File: src/rtl/mul_div_pkg.sv
// Shared constants and state encoding for the sequential HI/LO multiplier and divider.
package mul_div_pkg;

  localparam int unsigned WIDTH     = 32;
  localparam int unsigned CNT_W     = 5;
  localparam int unsigned ITER_LAST = 31;

  typedef enum logic [1:0] {
    StIdle,
    StCalc,
    StFin
  } state_e;

endpackage

File: src/rtl/twos_neg.sv
// Conditional two's-complement: data_o = en_i ? -data_i : data_i.
module twos_neg #(
  parameter int unsigned Width = 32
) (
  input  logic             en_i,
  input  logic [Width-1:0] data_i,
  output logic [Width-1:0] data_o
);

  assign data_o = en_i ? -data_i : data_i;

endmodule

File: src/rtl/mul.sv
// Iterative radix-2 shift-add 32x32->64 multiplier for MULT/MULTU, with a
// start/done/busy handshake shared with the sequential divider.
module mul
  import mul_div_pkg::*;
#(
  parameter int unsigned Width = WIDTH,
  parameter int unsigned CntW  = CNT_W
) (
  input  logic             clk_i,
  input  logic             rst_ni,
  input  logic             start_i,
  input  logic             sign_i,
  input  logic [Width-1:0] data_a_i,
  input  logic [Width-1:0] data_b_i,
  output logic [Width-1:0] data_hi_o,
  output logic [Width-1:0] data_lo_o,
  output logic             done_o,
  output logic             busy_o
);

  state_e             state_q, state_d;
  logic [Width-1:0]   a_q, a_d, b_q, b_d;
  logic [Width-1:0]   a_mag, b_mag;
  logic [2*Width-1:0] acc_q, acc_d, prod;
  logic [Width:0]     sum;
  logic [CntW-1:0]    cnt_q, cnt_d;
  logic [Width-1:0]   hi_q, hi_d, lo_q, lo_d;
  logic               neg_q, neg_d;
  logic               done_q, done_d;

  twos_neg #(.Width(Width)) u_mag_a (
    .en_i   (sign_i & data_a_i[Width-1]),
    .data_i (data_a_i),
    .data_o (a_mag)
  );

  twos_neg #(.Width(Width)) u_mag_b (
    .en_i   (sign_i & data_b_i[Width-1]),
    .data_i (data_b_i),
    .data_o (b_mag)
  );

  twos_neg #(.Width(2 * Width)) u_prod (
    .en_i   (neg_q),
    .data_i (acc_q),
    .data_o (prod)
  );

  // Carry out of the upper half lands in the MSB after the right shift.
  assign sum = {1'b0, acc_q[2*Width-1:Width]} + (b_q[0] ? {1'b0, a_q} : '0);

  always_comb begin
    state_d = state_q;
    a_d     = a_q;
    b_d     = b_q;
    acc_d   = acc_q;
    cnt_d   = cnt_q;
    neg_d   = neg_q;
    hi_d    = hi_q;
    lo_d    = lo_q;
    done_d  = 1'b0;
    unique case (state_q)
      StIdle: begin
        if (start_i) begin
          a_d     = a_mag;
          b_d     = b_mag;
          neg_d   = sign_i & (data_a_i[Width-1] ^ data_b_i[Width-1]);
          acc_d   = '0;
          cnt_d   = '0;
          state_d = StCalc;
        end
      end
      StCalc: begin
        acc_d = {sum, acc_q[Width-1:1]};
        b_d   = b_q >> 1;
        cnt_d = cnt_q + CntW'(1);
        if (cnt_q == CntW'(ITER_LAST)) begin
          state_d = StFin;
        end
      end
      StFin: begin
        {hi_d, lo_d} = prod;
        done_d       = 1'b1;
        state_d      = StIdle;
      end
      default: state_d = StIdle;
    endcase
  end

  always_ff @(posedge clk_i or negedge rst_ni) begin
    if (!rst_ni) begin
      state_q <= StIdle;
      a_q     <= '0;
      b_q     <= '0;
      acc_q   <= '0;
      cnt_q   <= '0;
      neg_q   <= 1'b0;
      hi_q    <= '0;
      lo_q    <= '0;
      done_q  <= 1'b0;
    end else begin
      state_q <= state_d;
      a_q     <= a_d;
      b_q     <= b_d;
      acc_q   <= acc_d;
      cnt_q   <= cnt_d;
      neg_q   <= neg_d;
      hi_q    <= hi_d;
      lo_q    <= lo_d;
      done_q  <= done_d;
    end
  end

  assign data_hi_o = hi_q;
  assign data_lo_o = lo_q;
  assign done_o    = done_q;
  assign busy_o    = (state_q != StIdle);

endmodule

File: config.mk
export PLATFORM = sky130hd
export DESIGN_NAME = mul
export DESIGN_NICKNAME = d
export VERILOG_FILES = /design/src/rtl/mul_div_pkg.sv /design/src/rtl/twos_neg.sv /design/src/rtl/mul.sv
export SDC_FILE = /design/constraint.sdc
export NUM_CORES = 1
export LEC_CHECK = 0
export ABC_AREA = 1
export BUFFER_PORTS_ARGS = -buffer_cell sky130_fd_sc_hd__buf_4
export CAP_MARGIN = 25
export CORE_ASPECT_RATIO = 0.7
export CORE_MARGIN = 2
export CORE_UTILIZATION = 38
export CTS_BUF_LIST = sky130_fd_sc_hd__clkbuf_8
export CTS_CLUSTER_SIZE = 16
export DETAILED_ROUTE_END_ITERATION = 6
export GPL_TIMING_DRIVEN = 0
export PLACE_DENSITY = 0.52
export RECOVER_POWER = 25
export SYNTH_ARGS = -nofsm -noshare
export SYNTH_HDL_FRONTEND = slang
export SYNTH_SLANG_ARGS = --single-unit
File: constraint.sdc
create_clock -name clk_i -period 3.3 [get_ports clk_i]
set_clock_uncertainty 0.1 [all_clocks]
set_input_delay 0.66 -clock clk_i [delete_from_list [all_inputs] [get_ports clk_i]]
set_output_delay 0.66 -clock clk_i [all_outputs]
set_load 0.05 [all_outputs]
# == Word-level counts from Yosys, hierarchy flattened ==
# Index checks and enable logic that the tools add are counted.
# word_totals
elab_cells,43
inputBits,68
ram_bits,0
rom_bits,0
memories,0
output_inout_bits,66
latchBits,0
register_bits,201
# classes
n_shift,0
addsub,5
n_bitwise,4
magnitude_cmp,0
n_reduce_logical,6
muxes,14
n_mul,0
div,0
n_eq_ne,5
# ops
op,count
$mux W32,4
$mux W64,2
$pmux W64 S2,1
$neg A32 Y32,2
$neg A64 Y64,1
$pmux W32 S2,1
$add A32 B32 Y33,1
$pmux W5 S2,1
$reduce_and A2 Y1,3
$add A5 B1 Y5 const B,1
$eq A5 B5 Y1 const B,1
$mux W5,1
$mux W2,2
$ne A2 B2 Y1 const B,2
$pmux W2 S2,1
$reduce_bool A2 Y1,2
$and A1 B1 Y1,3
$eq A2 B1 Y1 const B,1
$eq A2 B2 Y1 const B,1
$logic_not A2 Y1,1
$mux W1,1
$xor A1 B1 Y1,1

# == Longest topological paths before layout ==
# Gate-level depths: netlist of the first run.
# logic_depth
word_depth,4
depth_mapped,19
depth_no_buf,17

# == Hierarchy ==
# From an unflattened synthesis of the first run, not the netlist that was laid out.
# unflattened
hier_cells,2339
hier_area_um2,14835.5
# modules_own_cells
mod,area_per_inst_um2,cells_per_inst,seq_area_each_um2,n_inst
mul,10319.9,1391,5029.8,1
twos_neg (u_prod),2411.1,498,0.0,1
twos_neg (u_mag_a ...),1052.3,225,0.0,2

# == Worst setup path before layout of the first run ==
# OpenSTA, ideal clock, no wires.
# synth_timing
path_type,reg-to-reg
startpoint,register b_q[0]
endpoint,register acc_q[61]
period_less_slack_ns,2.480
setup_ns,0.118
slack_ns,0.820
path_stages_with_launch,20
n_path_buf,2
required_ns,3.082
t_arrival_ns,2.262
path_cell_list,dfrtp_1 clkbuf_1 clkbuf_1 nand2_1 inv_1 ha_1 inv_1 fa_1 inv_1 nand3_1 nand3_1 nand2_1 nand2_1 nand2_1 nand2_1 nand2_1 nand2_1 nand2_1 nand3_1 nand2_1
# synth_via
elab_chain_len,3
# synth_lines
element,line,text
"start, declared",mul.sv:22,"logic [Width-1:0] a_q, a_d, b_q, b_d;"
"start signal, assigned",mul.sv:94,b_q <= '0;
"start signal, assigned",mul.sv:104,b_q <= b_d;
$mux W32,mul.sv:50,"assign sum = {1'b0, acc_q[2*Width-1:Width]} + (b_q[0] ? {1'b0, a_q} : '0);"
$add A32 B32 Y33,mul.sv:50,
$pmux W64 S2,mul.sv:62,unique case (state_q)
"end signal, assigned",mul.sv:95,acc_q <= '0;
"end signal, assigned",mul.sv:105,acc_q <= acc_d;
"end, declared",mul.sv:24,"logic [2*Width-1:0] acc_q, acc_d, prod;"
# Every way passes these cells.
# A chain may end at the register's enable or synchronous reset.

# == Worst setup path after layout of the first run ==
# Ends and elaborated chain as after synthesis.

==> flow_summary.yaml, run 1 <==
cells_and_area:
  filler_cell_count: 3865
  drive_above_1_share: 0.1260
  final_cell_count_no_fill: 2758
  insertedDiodeCount: 0
  nets: 2357
  postLayoutCellArea_um2: 16320
  layout-area-overhead-vs-synth_pct: 16.79
placement:
  gp_congestion: 0.9488
  placedInstanceArea_um2: 15610
  pre_cts_slack_ns: 0.07678
  io_buffers: 133
  post-dp-hpwl_um: 38680
  placedCellCount: 2692
logic_synthesis:
  synth_top_area_share: 0.3599
  synthSimpleGateAreaFrac: 0.3633
  synth.most_common_cell: "sky130_fd_sc_hd__nand2_1"
  yosys_warnings: 0
  synthAdderAreaFrac: 0.03456
  post_synth_most_frequent_cells: "sky130_fd_sc_hd__nand2_1, sky130_fd_sc_hd__inv_1, sky130_fd_sc_hd__dfrtp_1, sky130_fd_sc_hd__nor2_1, sky130_fd_sc_hd__nand3_1"
  synth_enable_flop_cells: 0
  synth_nets: 2184
  yosys.cell_types.count: 47
  synth_compound_area_frac: 0.1129
  yosysSeqAreaShare: 0.3599
  synth.avg_cell_area_um2: 6.725
  cells_after_synthesis: 2078
  post_synth_mux_area_share: 0
  post_synth_xor_area_fraction: 0.03510
  synth_top_area_cell: "sky130_fd_sc_hd__dfrtp_1"
  share_of_synthesized_registers_carrying_an_async_set_or_reset: 1.000
  netlist_area_um2: 13970
  combinational_family_with_the_most_area_after_synthesis: "simple AND/OR/NAND/NOR gates"
  yosys_register_bits: 201
  post_synth_main_area_contributors: "sky130_fd_sc_hd__dfrtp_1, sky130_fd_sc_hd__nand2_1, sky130_fd_sc_hd__inv_1"
  postSynth.topFlopCell: "sky130_fd_sc_hd__dfrtp_1"
sta:
  setup_slack_ns: 0.2801
  drv_slew: 114
  grt_setup_unrepaired: "false"
  finalCritPeriodShare: 0.9151
  worst_max_slew_pin_slew_ns: 2.592
  slew_headroom: -0.7281
  worst_hold_slack_ns: 0.2699
  max_freq_mhz: 331.1
  hold_viol: 0
  min_period_ns: 3.020
  final-setup-viol-count: 0
clock_tree:
  postCtsSetupRepairBufs: 0
  tritoncts: "built"
  clockRootBuffer: "sky130_fd_sc_hd__clkbuf_8"
  postCtsResizedCells: 0
  cts_hold_buffers: 0
  numClockSinks: 201
  htreeDepth: 2
  path_clk_slew_ns: 0.06
  clk_latency_ns: 0.57
  tritoncts.num_buffers: 37
  cts-root-to-sink-buffers: 3
detailed_routing:
  viasPerCell: 5.094
  number_of_vias_after_detailed_routing: 14050
  drt_first_pass_iters: 5
  drt_first_iter_violations: 1158
  route.detailed.wl_per_inst_um: 17.76
  drcViolationCount: 0
  finalWirelength_um: 48970
  final_antenna_net_count: 0
pwr:
  ir_worst_vdd_uv: 282.0
  net_switching_mw: 8.149
  powerDensity_nw_per_um2: 953.6
  leakage_nw: 8.576
  power_frac_seq: 0.277
  power.share.clock: 0.153
  internal-power_mw: 7.414
  power.combinational.fraction: 0.570
  swShare: 0.5236
die:
  initial_core_util: 0.3875
  placementRows: 58
  pin_count: 134
  chipHeight_um: 164.4
  core_um2: 36070
  floorplan.die.width_um: 233.2
  floorplan.die_area_um2: 38350
run_status:
  violations: "capacitance limit, slew limit"
  run_status: "complete, but fails checks"
critical_path:
  critical-path-slowest-cell: "sky130_fd_sc_hd__fa_1"
  path_delay_family: "simple AND/OR/NAND/NOR gates"
  worst_path_largest_cell_delay_ns: 0.37
  critical_path.startpoint_type: "register"
  critical_path_arrival_ns: 3.37
  cp_max_fo: 10
  worst-path-buf-inv: 5
  critical_path.endpoint_type: "register"
  critPathRequiredTime_ns: 3.65
  cp_common_cell: "sky130_fd_sc_hd__nand2_1"
  setup.worst_path.class: "reg -> reg"
  path_cells: "clkbuf_1, clkbuf_4, nand2_1, inv_1, ha_1, inv_1, fa_1, inv_1, nand3_1, nand3_1, nand2_1, nand2_1, nand2_1, nand2_1, nand2_1, nand2_1, nand2_1, nand3_1, nand2_1"
flow_run:
  cap_viol_max_count: 1
grt:
  globalRouteTotalUtil: 0.2589
  grt-ovfl-total: 0
  first_global_vias: 13220
  first_pass_grt_wire_length_um: 75840
  antenna_found_initial: 0
  grt_max_degree: 115
min_path:
  worstHoldPathType: "in -> reg"
==> per-stage QoR <==
stage / utilization / setup TNS [ns] / power [mW]
2_1_floorplan: - / 0 / 10.25
3_3_place_gp: 0.4318 / -7.368 / 12.97
3_5_place_dp: 0.4328 / 0 / 13.06
4_1_cts: 0.4527 / 0 / 15.51
5_1_grt: 0.4525 / 0 / 16.90
6_report: 0.4525 / 0 / 15.56
==> per-layer routing <==
| metal | global-route usage | wire length (um) | share of wire |
|---|---|---|---|
| met5 | 0 | 0 | 0 |
| met4 | 0.06138 | 894 | 0.018 |
| met1 | 0.4108 | 25410 | 0.52 |
| met3 | 0.02918 | 3030 | 0.062 |
| met2 | 0.3690 | 19640 | 0.40 |
==> sequential cells by signal, summed over array words and instances (netlist names) <==
signal and flops:
data_lo_o 32, a_q 32, data_hi_o 32, acc_q 64, done_o 1, state_q 2, b_q 32, cnt_q 5
neg_q 1
==> cell usage in the layout (no fill, tap or decap), drive strengths merged <==
master / instances
nand2: 712
inv: 290
nor2: 220
dfrtp: 201
buf: 164
nand3: 158
o21ai: 139
clkbuf: 75
xor2: 50
a21oi: 44
nand4: 40
ha: 37
o22ai: 36
a22oi: 28
nor3: 18
nand3b: 13
o211ai: 7
xnor2: 6
a31oi: 6
clkinv: 5
nor4: 4
or2: 4
o21bai: 3
and3: 3
a22o: 3
and2: 3
o31ai: 2
clkinvlp: 2
a21o: 1
nand2b: 1
o32ai: 1
fa: 1
bufinv: 1
==> path summary, 6_finish.rpt <==
check	start	endpoint	slack [ns]	cells past startpoint
worst min register to register	a_q[25]	a_q[25]	0.38	2
max in group asynchronous	rst_ni	a_q[27]	0.74	1
min in group asynchronous	rst_ni	data_lo_o[18]	0.83	1
worst max-delay path	b_q[0]	acc_q[61]	0.28	19
worst min-delay path	data_b_i[9]	b_q[9]	0.27	3
worst max register to register	b_q[0]	acc_q[61]	0.28	19
==> power by group through the flow <==
stage               registers, mW  clock network [mW]  logic, mW
floorplan                    4.22                   0       6.03
global placement             4.31                   0       8.66
detailed placement           4.32                   0       8.74
CTS                          4.29                2.44       8.78
global route                 4.43                2.56       9.91
finish                       4.31                2.37       8.88
==> logic make-up (layout without fill, tap and decap cells) <==
family,count (synthesis),in the layout
and+or+nand+nor,1176,1176
buffers and inverters,337,537
AOI/OAI and AO/OA,270,270
DFF,201,201
xor gates and xnor gates,56,56
adders and majority gates,38,38
==> worst register-to-register path: cells and delay by family (launching register included) <==
kind                     cells  cell delay, ns
AND/OR/NAND/NOR             12            1.18
adder cells (fa/ha/maj)      2            0.56
buffers and inverters        5            0.80
flip-flops                   1            0.32
==> final cells by class <==
type,instances,area (um^2),share of cell area
clock buffer,43,591.8,0.03626
clock inverter,23,126.4,0.007743
multi-input combinational,1540,7629,0.4674
timing repair buffer,134,1023,0.06271
tap,480,600.6,0.03680
sequential,201,5030,0.3082
inverter,275,1032,0.06325
buffer,62,287.8,0.01763
Note: power is estimated with default switching activity, not from simulation.
==> inputs of run 2 (changes only) <==
- CORE_UTILIZATION: 38 -> 45
- PLACE_DENSITY: 0.52 -> unset
==> run 2 against run 1 <==
The run still ends with capacitance limit, slew limit left; first-iteration DRC count up 7.4%; sequential share of layout area rose by 0.22 points; maximum frequency rose by 5.0%; total power is 0.67% lower; critical endpoint is now acc_q[53]; largest cell class unchanged; global-route usage grew 3.5 points; register-to-register slack gained 0.15 ns; count of clock-buffer cells in the layout rose by 1; sequential power hardly changed.
==> flow_summary.yaml, run 2 (synthesized netlist as in run 1, its figures left out) <==
run_status:
  run_status: "complete, but fails checks"
  violations: "capacitance limit, slew limit"
placement:
  post-dp-hpwl_um: 37140
  placedInstanceArea_um2: 15520
  gp_congestion: 0.9436
  io_buffers: 133
grt:
  first_global_vias: 13060
  globalRouteTotalUtil: 0.2943
  antenna_found_initial: 0
  grt_max_degree: 115
  grt-ovfl-total: 0
  first_pass_grt_wire_length_um: 74020
die:
  chipHeight_um: 151.4
  placementRows: 53
  pin_count: 134
  floorplan.die_area_um2: 32500
  initial_core_util: 0.4611
  core_um2: 30310
  floorplan.die.width_um: 214.6
sta:
  grt_setup_unrepaired: "false"
  final-setup-viol-count: 0
  worst_max_slew_pin_slew_ns: 2.583
  max_freq_mhz: 347.8
  min_period_ns: 2.875
  hold_viol: 0
  finalCritPeriodShare: 0.8712
  slew_headroom: -0.7221
  setup_tns_ns: 0
  drv_slew: 114
clock_tree:
  path_clk_slew_ns: 0.07
  clockRootBuffer: "sky130_fd_sc_hd__clkbuf_8"
  clk_latency_ns: 0.55
  cts-root-to-sink-buffers: 3
  tritoncts.num_buffers: 35
  cts_hold_buffers: 0
  postCtsSetupRepairBufs: 0
  htreeDepth: 2
  numClockSinks: 201
  tritoncts: "built"
cells_and_area:
  nets: 2354
  filler_cell_count: 3139
  layout-area-overhead-vs-synth_pct: 15.95
  biggest_register: "acc_q"
  drive_above_1_share: 0.1256
  commonest_non_fill_non_tap_cells_in_the_layout: "sky130_fd_sc_hd__nand2_1, sky130_fd_sc_hd__inv_1, sky130_fd_sc_hd__dfrtp_1"
  insertedDiodeCount: 0
  largest_register_ffs: 64
  postLayoutCellArea_um2: 16200
  mostFrequentLayoutCell: "sky130_fd_sc_hd__nand2_1"
min_path:
  worstHoldPathType: "in -> reg"
  min_to: "b_q[9]"
  hp-start: "data_b_i[9]"
  min_delay_path_depth: 3
flow_run:
  cap_viol_max_count: 1
critical_path:
  critical_path_arrival_ns: 3.20
  critPathRequiredTime_ns: 3.63
  setup.worst_path.class: "reg -> reg"
  reg2reg_from: "b_q[0]"
  path_cells: "clkbuf_4, nand2_1, inv_1, ha_1, inv_1, fa_1, inv_1, nand3_1, nand3_1, nand2_1, nand2_1, nand2_1, nand2_1, nand2_1, nand2_1, nand2_1, nand3_1, nand2_1"
  critical_path.endpoint_type: "register"
  worst_path_largest_cell_delay_ns: 0.44
  critical_path.startpoint_type: "register"
  worst-path-buf-inv: 4
  regToRegEndpoint: "acc_q[53]"
  cp_max_fo: 10
  reg2reg_depth: 18
  cp_common_cell: "sky130_fd_sc_hd__nand2_1"
  critical-path-slowest-cell: "sky130_fd_sc_hd__dfrtp_1"
  timing.reg2reg.setup_slack_ns: 0.43
  timing.critical_path.from: "b_q[0]"
  path_delay_family: "simple AND/OR/NAND/NOR gates"
pwr:
  ir_worst_vdd_uv: 317.3
  leakage_nw: 8.546
  net_switching_mw: 8.042
  powerDensity_nw_per_um2: 954.1
  swShare: 0.5202
  power.combinational.fraction: 0.570
  power_frac_seq: 0.279
  power.share.clock: 0.151
  internal-power_mw: 7.416
  p_total_mw: 15.46
detailed_routing:
  number_of_vias_after_detailed_routing: 14100
  route.detailed.wl_per_inst_um: 17.53
  drt_first_pass_iters: 6
  final_antenna_net_count: 0
  finalWirelength_um: 46990
  drt_first_iter_violations: 1244
  viasPerCell: 5.258
  drcViolationCount: 0
run 2: worst max-delay path by stage:
stage	cells after the start	end	slack (ns)
final	18	acc_q[53]	0.43
after global routing	18	acc_q[53]	0.12
after CTS	19	acc_q[61]	0.07
after detailed placement	19	acc_q[61]	0.1
after global placement	1	a_q[24]	0.01
after floorplan	19	acc_q[61]	0.82
run 2: through the flow:
| stage | setup WS [ns] | utilization | std cells | hold slack [ns] |
|---|---|---|---|---|
| after detailed placement | 0.09642 | 0.5122 | 2624 | 0.3667 |
| after floorplan | 0.8202 | - | 2078 | 0.2644 |
| final | 0.4252 | 0.5347 | 2681 | 0.2880 |
| after CTS | 0.07425 | 0.5350 | 2682 | 0.1206 |
| after global routing | 0.1153 | 0.5347 | 2681 | 0.2719 |
| after global placement | 0.01108 | 0.5111 | 2623 | 0.3645 |
run 2: worst register-to-register path, cell delays in order (launching register included):
cell,delay [ns]
sky130_fd_sc_hd__dfrtp_1,0.44
sky130_fd_sc_hd__clkbuf_4,0.25
sky130_fd_sc_hd__nand2_1,0.07
sky130_fd_sc_hd__inv_1,0.09
sky130_fd_sc_hd__ha_1,0.17
sky130_fd_sc_hd__inv_1,0.06
sky130_fd_sc_hd__fa_1,0.37
sky130_fd_sc_hd__inv_1,0.11
sky130_fd_sc_hd__nand3_1,0.07
sky130_fd_sc_hd__nand3_1,0.21
sky130_fd_sc_hd__nand2_1,0.08
sky130_fd_sc_hd__nand2_1,0.10
sky130_fd_sc_hd__nand2_1,0.06
sky130_fd_sc_hd__nand2_1,0.19
sky130_fd_sc_hd__nand2_1,0.11
sky130_fd_sc_hd__nand2_1,0.07
sky130_fd_sc_hd__nand2_1,0.05
sky130_fd_sc_hd__nand3_1,0.10
sky130_fd_sc_hd__nand2_1,0.06
run 2: cell type report:
type / instances / area (um^2) / area share
tap: 412 / 515.5 / 0.03181
buffer: 61 / 284.0 / 0.01753
clock buffer: 44 / 605.6 / 0.03737
inverter: 275 / 1032 / 0.06371
clock inverter: 14 / 83.83 / 0.005174
sequential: 201 / 5030 / 0.3104
multi-input combinational: 1540 / 7629 / 0.4708
timing repair buffer: 134 / 1023 / 0.06317
run 2: routing by layer:
metal  track usage  wire length, um
met5             0                0
met3       0.05120             3730
met1        0.4595            23850
met4       0.04931              566
met2        0.4258            18850
run 2: power groups by stage:
stage	Sequential (mW)	Combinational [mW]	Clock, mW
after floorplan	4.22	6.03	0
after global placement	4.28	8.58	0
after detailed placement	4.30	8.68	0
after CTS	4.27	8.72	2.38
after global routing	4.41	9.88	2.51
final	4.31	8.82	2.33
run 2: repair_timing:
| action | CTS | global route |
|---|---|---|
| endpoints found under the setup margin | 0 | 7 |
| endpoints found under the hold margin | 0 | 0 |
| gates resized for setup | 0 | 4 |
